### src/rtl/bus_sel_pkg.sv
// Bus-source codes, source count and sequencer state encoding shared by the
// bus drive sequencer and its select decoder.
package bus_sel_pkg;

   localparam int NUM_SRC = 24;
   localparam int SEL_W   = 5;

   typedef enum logic [4:0] {
      SRC_R0  = 5'd0,  SRC_R1  = 5'd1,  SRC_R2  = 5'd2,  SRC_R3  = 5'd3,
      SRC_R4  = 5'd4,  SRC_R5  = 5'd5,  SRC_R6  = 5'd6,  SRC_R7  = 5'd7,
      SRC_R8  = 5'd8,  SRC_R9  = 5'd9,  SRC_R10 = 5'd10, SRC_R11 = 5'd11,
      SRC_R12 = 5'd12, SRC_R13 = 5'd13, SRC_R14 = 5'd14, SRC_R15 = 5'd15,
      SRC_HI  = 5'd16, SRC_LO  = 5'd17, SRC_ZHI = 5'd18, SRC_ZLO = 5'd19,
      SRC_PC  = 5'd20, SRC_MDR = 5'd21, SRC_INPORT = 5'd22, SRC_C = 5'd23,
      SRC_NONE = 5'd31
   } src_e;

   typedef enum logic [1:0] {
      IDLE  = 2'd0,
      DRIVE = 2'd1,
      TURN  = 2'd2
   } state_e;

endpackage

### src/rtl/onehot_decode5_32.sv
// Combinational source code to one-hot enable decode; valid flags codes below N.
// Zero latency, no flow control.
module onehot_decode5_32
   import bus_sel_pkg::*;
#(
   parameter int N = NUM_SRC,
   parameter int W = SEL_W
) (
   input  logic [W-1:0] sel,
   output logic [N-1:0] onehot,
   output logic         valid
);

   always_comb begin
      onehot = '0;
      valid  = (int'(sel) < N);
      for (int i = 0; i < N; i++) begin
         if (int'(sel) == i) onehot[i] = 1'b1;
      end
   end

endmodule

### src/rtl/bus_drive_sequencer.sv
// Registered one-hot bus-source enables with per-grant hold length and idle turnaround
// between sources; 1-cycle accept-to-drive, req_ready only in IDLE or last drive cycle.
// Define BUS_DRIVE_STATS_EN to build the saturating drive/turn cycle counters.
module bus_drive_sequencer #(
   parameter int NUM_SRC    = bus_sel_pkg::NUM_SRC,
   parameter int SEL_W      = bus_sel_pkg::SEL_W,
   parameter int LEN_W      = 3,
   parameter int TURNAROUND = 1
) (
   input  logic               clk,
   input  logic               clr,
   input  logic               req_valid,
   input  logic [SEL_W-1:0]   req_sel,
   input  logic [LEN_W-1:0]   req_len,
   output logic               req_ready,
   output logic [NUM_SRC-1:0] drive_en,
   output logic               bus_idle,
   output logic               err_bad_sel,
   output logic [15:0]        drive_cycles,
   output logic [15:0]        turn_cycles
);
   import bus_sel_pkg::*;

   localparam logic [7:0] TURN_LAST = (TURNAROUND > 0) ? 8'(TURNAROUND - 1) : 8'd0;

   state_e             state;
   logic [LEN_W-1:0]   cnt;
   logic [LEN_W-1:0]   len_m1;
   logic [LEN_W-1:0]   pend_len;
   logic [SEL_W-1:0]   cur_sel;
   logic [SEL_W-1:0]   pend_sel;
   logic [SEL_W-1:0]   dec_sel;
   logic               pend_vld;
   logic [7:0]         turn_cnt;
   logic [NUM_SRC-1:0] dec_onehot;
   logic               dec_valid;
   logic               accept;
   logic               acc_drive;
   logic               acc_bad;

   // While turning around nothing is accepted, so the decoder serves the pending code.
   assign dec_sel = (state == TURN) ? pend_sel : req_sel;

   onehot_decode5_32 #(
      .N (NUM_SRC),
      .W (SEL_W)
   ) u_decode (
      .sel    (dec_sel),
      .onehot (dec_onehot),
      .valid  (dec_valid)
   );

   assign req_ready = (state == IDLE) || ((state == DRIVE) && (cnt == '0));
   assign accept    = req_valid && req_ready;
   assign acc_drive = accept && dec_valid;
   assign acc_bad   = accept && !dec_valid && (req_sel != SEL_W'(SRC_NONE));
   assign len_m1    = (req_len == '0) ? '0 : req_len - 1'b1;
   assign bus_idle  = (drive_en == '0);

   always_ff @(posedge clk or posedge clr) begin
      if (clr) begin
         state       <= IDLE;
         drive_en    <= '0;
         err_bad_sel <= 1'b0;
         cnt         <= '0;
         cur_sel     <= '0;
         pend_vld    <= 1'b0;
         pend_sel    <= '0;
         pend_len    <= '0;
         turn_cnt    <= '0;
      end else begin
         err_bad_sel <= acc_bad;
         case (state)
            IDLE: begin
               if (acc_drive) begin
                  state    <= DRIVE;
                  drive_en <= dec_onehot;
                  cur_sel  <= req_sel;
                  cnt      <= len_m1;
               end
            end
            DRIVE: begin
               if (cnt != '0) begin
                  cnt <= cnt - 1'b1;
               end else if (acc_drive && (req_sel == cur_sel)) begin
                  cnt <= len_m1;
               end else if (acc_drive && (TURNAROUND == 0)) begin
                  drive_en <= dec_onehot;
                  cur_sel  <= req_sel;
                  cnt      <= len_m1;
               end else begin
                  drive_en <= '0;
                  if (TURNAROUND == 0) begin
                     state <= IDLE;
                  end else begin
                     state    <= TURN;
                     turn_cnt <= '0;
                     pend_vld <= acc_drive;
                     pend_sel <= req_sel;
                     pend_len <= len_m1;
                  end
               end
            end
            TURN: begin
               if (turn_cnt != TURN_LAST) begin
                  turn_cnt <= turn_cnt + 8'd1;
               end else if (pend_vld) begin
                  state    <= DRIVE;
                  drive_en <= dec_onehot;
                  cur_sel  <= pend_sel;
                  cnt      <= pend_len;
                  pend_vld <= 1'b0;
               end else begin
                  state <= IDLE;
               end
            end
            default: begin
               state    <= IDLE;
               drive_en <= '0;
            end
         endcase
      end
   end

`ifdef BUS_DRIVE_STATS_EN
   always_ff @(posedge clk or posedge clr) begin
      if (clr) begin
         drive_cycles <= '0;
         turn_cycles  <= '0;
      end else begin
         if (!bus_idle && (drive_cycles != 16'hFFFF)) drive_cycles <= drive_cycles + 16'd1;
         if ((state == TURN) && (turn_cycles != 16'hFFFF)) turn_cycles <= turn_cycles + 16'd1;
      end
   end
`else
   assign drive_cycles = '0;
   assign turn_cycles  = '0;
`endif

endmodule

### config.mk
export PLATFORM = sky130hd
export DESIGN_NAME = bus_drive_sequencer
export DESIGN_NICKNAME = d
export VERILOG_FILES = /design/src/rtl/bus_sel_pkg.sv /design/src/rtl/onehot_decode5_32.sv /design/src/rtl/bus_drive_sequencer.sv
export SDC_FILE = /design/constraint.sdc
export NUM_CORES = 1
export LEC_CHECK = 0
export ABC_AREA = 1
export BUFFER_PORTS_ARGS = -buffer_cell sky130_fd_sc_hd__buf_4
export CORE_ASPECT_RATIO = 1.75
export CORE_MARGIN = 2
export CORE_UTILIZATION = 40
export CTS_BUF_LIST = sky130_fd_sc_hd__clkbuf_4 sky130_fd_sc_hd__clkbuf_8
export CTS_CLUSTER_SIZE = 40
export DETAILED_ROUTE_END_ITERATION = 8
export SYNTH_ARGS = -nofsm -noshare
export SYNTH_HDL_FRONTEND = slang
export SYNTH_SLANG_ARGS = --single-unit
### constraint.sdc
create_clock -name clk -period 1.9 [get_ports clk]
set_input_delay 0 -clock clk [delete_from_list [all_inputs] [get_ports clk]]
set_output_delay 0 -clock clk [all_outputs]
set_load 0.02 [all_outputs]
==> results.yml <==
job:
  max_cap_viol_count: 0
yosys:
  syn_avg_cell_area_um2: 7.30
  yosysWarnings: 0
  synth_top_area_share_pct: 38.2
  yosys_most_used_dff: "dfrtp_1"
  synth_async_sr_flop_share_pct: 100
  synth.most_common_cell: "nand2_1"
  yosys-top-cells-area: "dfrtp_1 38%, nand2_1 17%, buf_4 7.5%"
  synthDistinctLibCells: 34
  synthTopCellsByCount: "157 x nand2_1, 52 x dfrtp_1, 51 x nor2_1, 38 x nand4_1, 34 x buf_4"
  syn_inst: 467
  synth_edf_count: 0
  synth_area_um2: 3410
  ys_seq_elements: 52
  synth_top_cell_by_area: "dfrtp_1"
  yosysSeqAreaShare_pct: 38.2
pwr:
  ir_drop_v: 0.000739
  powerDensity_nw_per_um2: 1320
  leakage_nw: 2.32
  p_total_mw: 5.66
clocking:
  cts_made_buffers: 5
  cts.sinks: 52
  cts_max_path_buffers: 2
  cts_tree: "yes"
  htreeDepth: 2
  path_clk_slew_ns: 0.10
  clkLatencyLatePin_ns: 0.32
  ctsRootBufferMaster: "clkbuf_8"
detailed_routing:
  dr.pass1.iters: 4
  route.detailed.drc: 0
  ant_nets: 0
  drt_iter0_drc: 211
  vias: 3103
  wl_per_cell_um: 12.6
  via_per_inst: 4.69
  drt_wl_total_um: 8320
timing:
  final.min_clock_period_ns: 1.89
  hold_viol: 0
  clock_skew_ns: 0.00872
  min_period_over_period_pct: 99.6
  rsz0062_at_grt: "true"
  max_freq_mhz: 528
  finalSetupViolations: 0
  slew_viol_final: 0
  hold_slack_ns: 0.0116
worst_setup_path:
  critPathArrivalTime_ns: 2.17
  worstPathRequired_ns: 2.17
  endpoint_kind: "register"
  cp_max_fo: 4
  start_kind: "register"
  worstSetupPathType: "register to register"
run_status:
  status: "finished clean"
placed_design:
  gp_congestion: 0.856
  hpwl_um: 6350
  portBuffers: 37
floorplanning:
  dieArea_um2: 9310
  rows: 44
  fp.dieH_um: 126
  dieWidth_um: 73.8
  ios: 70
  core_um2: 8310
  start_util_pct: 41.0
layout:
  nets: 565
  area_growth_pct: 25.9
  fillers: 843
  drive_gt1_share_pct: 24.1
  diodes: 0
global_routing:
  antenna_found_initial: 0
  grt_first_pass_wirelength_um: 13600
  grt_max_degree: 28
  grtUsageTotal_pct: 18.7
  overflow: 0
  grt_pass1_vias: 3093
hold_path:
  hold_path_class: "primary input to register"
-- state kept, by name, indices dropped and copies added, names as in the netlist --
register and count:
pend_vld 1, err_bad_sel 1, drive_en 24, state 2, pend_len 3, cnt 3
turn_cnt 8, pend_sel 5, cur_sel 5
-- cells in the final DEF (no fill, tap or decap), types with 2 or more instances in the layout --
cell type      netlist  routed
nand3_1             19      17
buf_12               0       2
clkbuf_16            0       2
ha_4                 0       4
clkbuf_8             0       5
nand4_1             38      38
inv_1               33      27
inv_2                6      12
clkinvlp_4           0       2
dlygate4sd3_1        0       6
nor3b_1              2       2
conb_1               1      32
o21ai_1             12      12
buf_4               34      74
buf_8                2       2
nand2_4              3       6
nand2_1            157     153
nand2_2              3       4
nor2_2               2       3
nor3_1               3       3
o22ai_1              4       4
buf_6                2       3
a21oi_1              6       6
ha_1                 8       3
dfrtp_1             52      51
nor2_1              51      50
nor4_1               4       4
o21ai_0              2       2
or4_1                2       2
nand3_4              1       4
-- timing repair --
| action | in CTS | in global routing |
|---|---|---|
| hold buffers | 6 | 0 |
| setup buffers | 3 | 5 |
| resized for setup | 16 | 22 |
| pin swaps | 11 | 10 |
| setup endpoints to repair | 40 | 51 |
| endpoints found under the hold margin | 57 | 0 |
| cloned | 1 | 3 |
-- through the flow --
stage / util, % / std cells / TNS [ns] / setup WS [ns] / area (µm²)
final: 51.7 / 662 / 0 / 0.00675 / 4300
after global routing: 51.7 / 662 / -2.72 / -0.0782 / 4300
after CTS: 49.6 / 655 / -0.631 / -0.0463 / 4120
after detailed placement: 46.4 / 637 / -1.08 / -0.0660 / 3860
after global placement: 46.4 / 637 / -0.124 / -0.0190 / 3860
after floorplan: - / 498 / 0 / 0.0524 / 3530
-- cells by family (layout without fill, tap and decap cells) --
logic type	Yosys count	in the layout	share of synthesized area [%]
buf+inv	89	137	15.0
simple gates	288	289	38.6
compound gates	28	28	4.88
fa+ha+maj	8	8	2.93
other cells	1	32	0.110
flops	52	52	38.2
xor+xnor	1	1	0.257
-- final timing paths --
check / from / slack, ns / depth (start not counted) / to
worst max-delay path: cnt[1] / 0.007 / 13 / cnt[1]
worst max register to register: cnt[1] / 0.007 / 13 / cnt[1]
worst min-delay path: req_sel[0] / 0.01 / 3 / pend_sel[0]
worst min register to register: turn_cnt[6] / 0.48 / 2 / turn_cnt[6]
min in group asynchronous: clr / 0.28 / 4 / drive_en[9]
max in group asynchronous: clr / 1.33 / 4 / state[1]
-- layer usage --
layer / wire (µm) / vias to the layer above / global-route usage, % / part of all wire, %
li1: - / 1603 / - / -
met3: 208 / 11 / 2.32 / 2.5
met4: 178 / 0 / 8.24 / 2.1
met5: 0 / - / 0 / 0
met2: 4940 / 62 / 36.9 / 59
met1: 2980 / 1427 / 18.0 / 36
-- final cells by class --
class	instances	area, µm²	share of cell area [%]
multi-input cells	358	1840	42.7
inverters	39	146	3.41
clock buffers	5	68.8	1.60
well taps	115	144	3.35
repair buffers	90	774	18.0
flip-flops and latches	52	1300	30.3
clock inverters	3	23.8	0.553
-- critical path, cell delays in order (launching register included) --
cell and delay [ns]:
dfrtp_1 0.41, inv_2 0.08, ha_4 0.14, ha_4 0.14, nand2_4 0.06, a21boi_4 0.18
nand2_4 0.09, nand2_4 0.08, nand2_4 0.07, nor2_8 0.16, buf_6 0.16, buf_6 0.10
nand4_1 0.09, nand2_1 0.08
-- power by group --
part	switching, mW	leakage, nW	total (mW)	internal (mW)
logic	2.06	1.58	3.44	1.38
registers	0.189	0.692	1.56	1.37
clock network	0.400	0.0404	0.662	0.262
total	2.65	2.32	5.66	3.01
(Power assumes the default switching activity.)
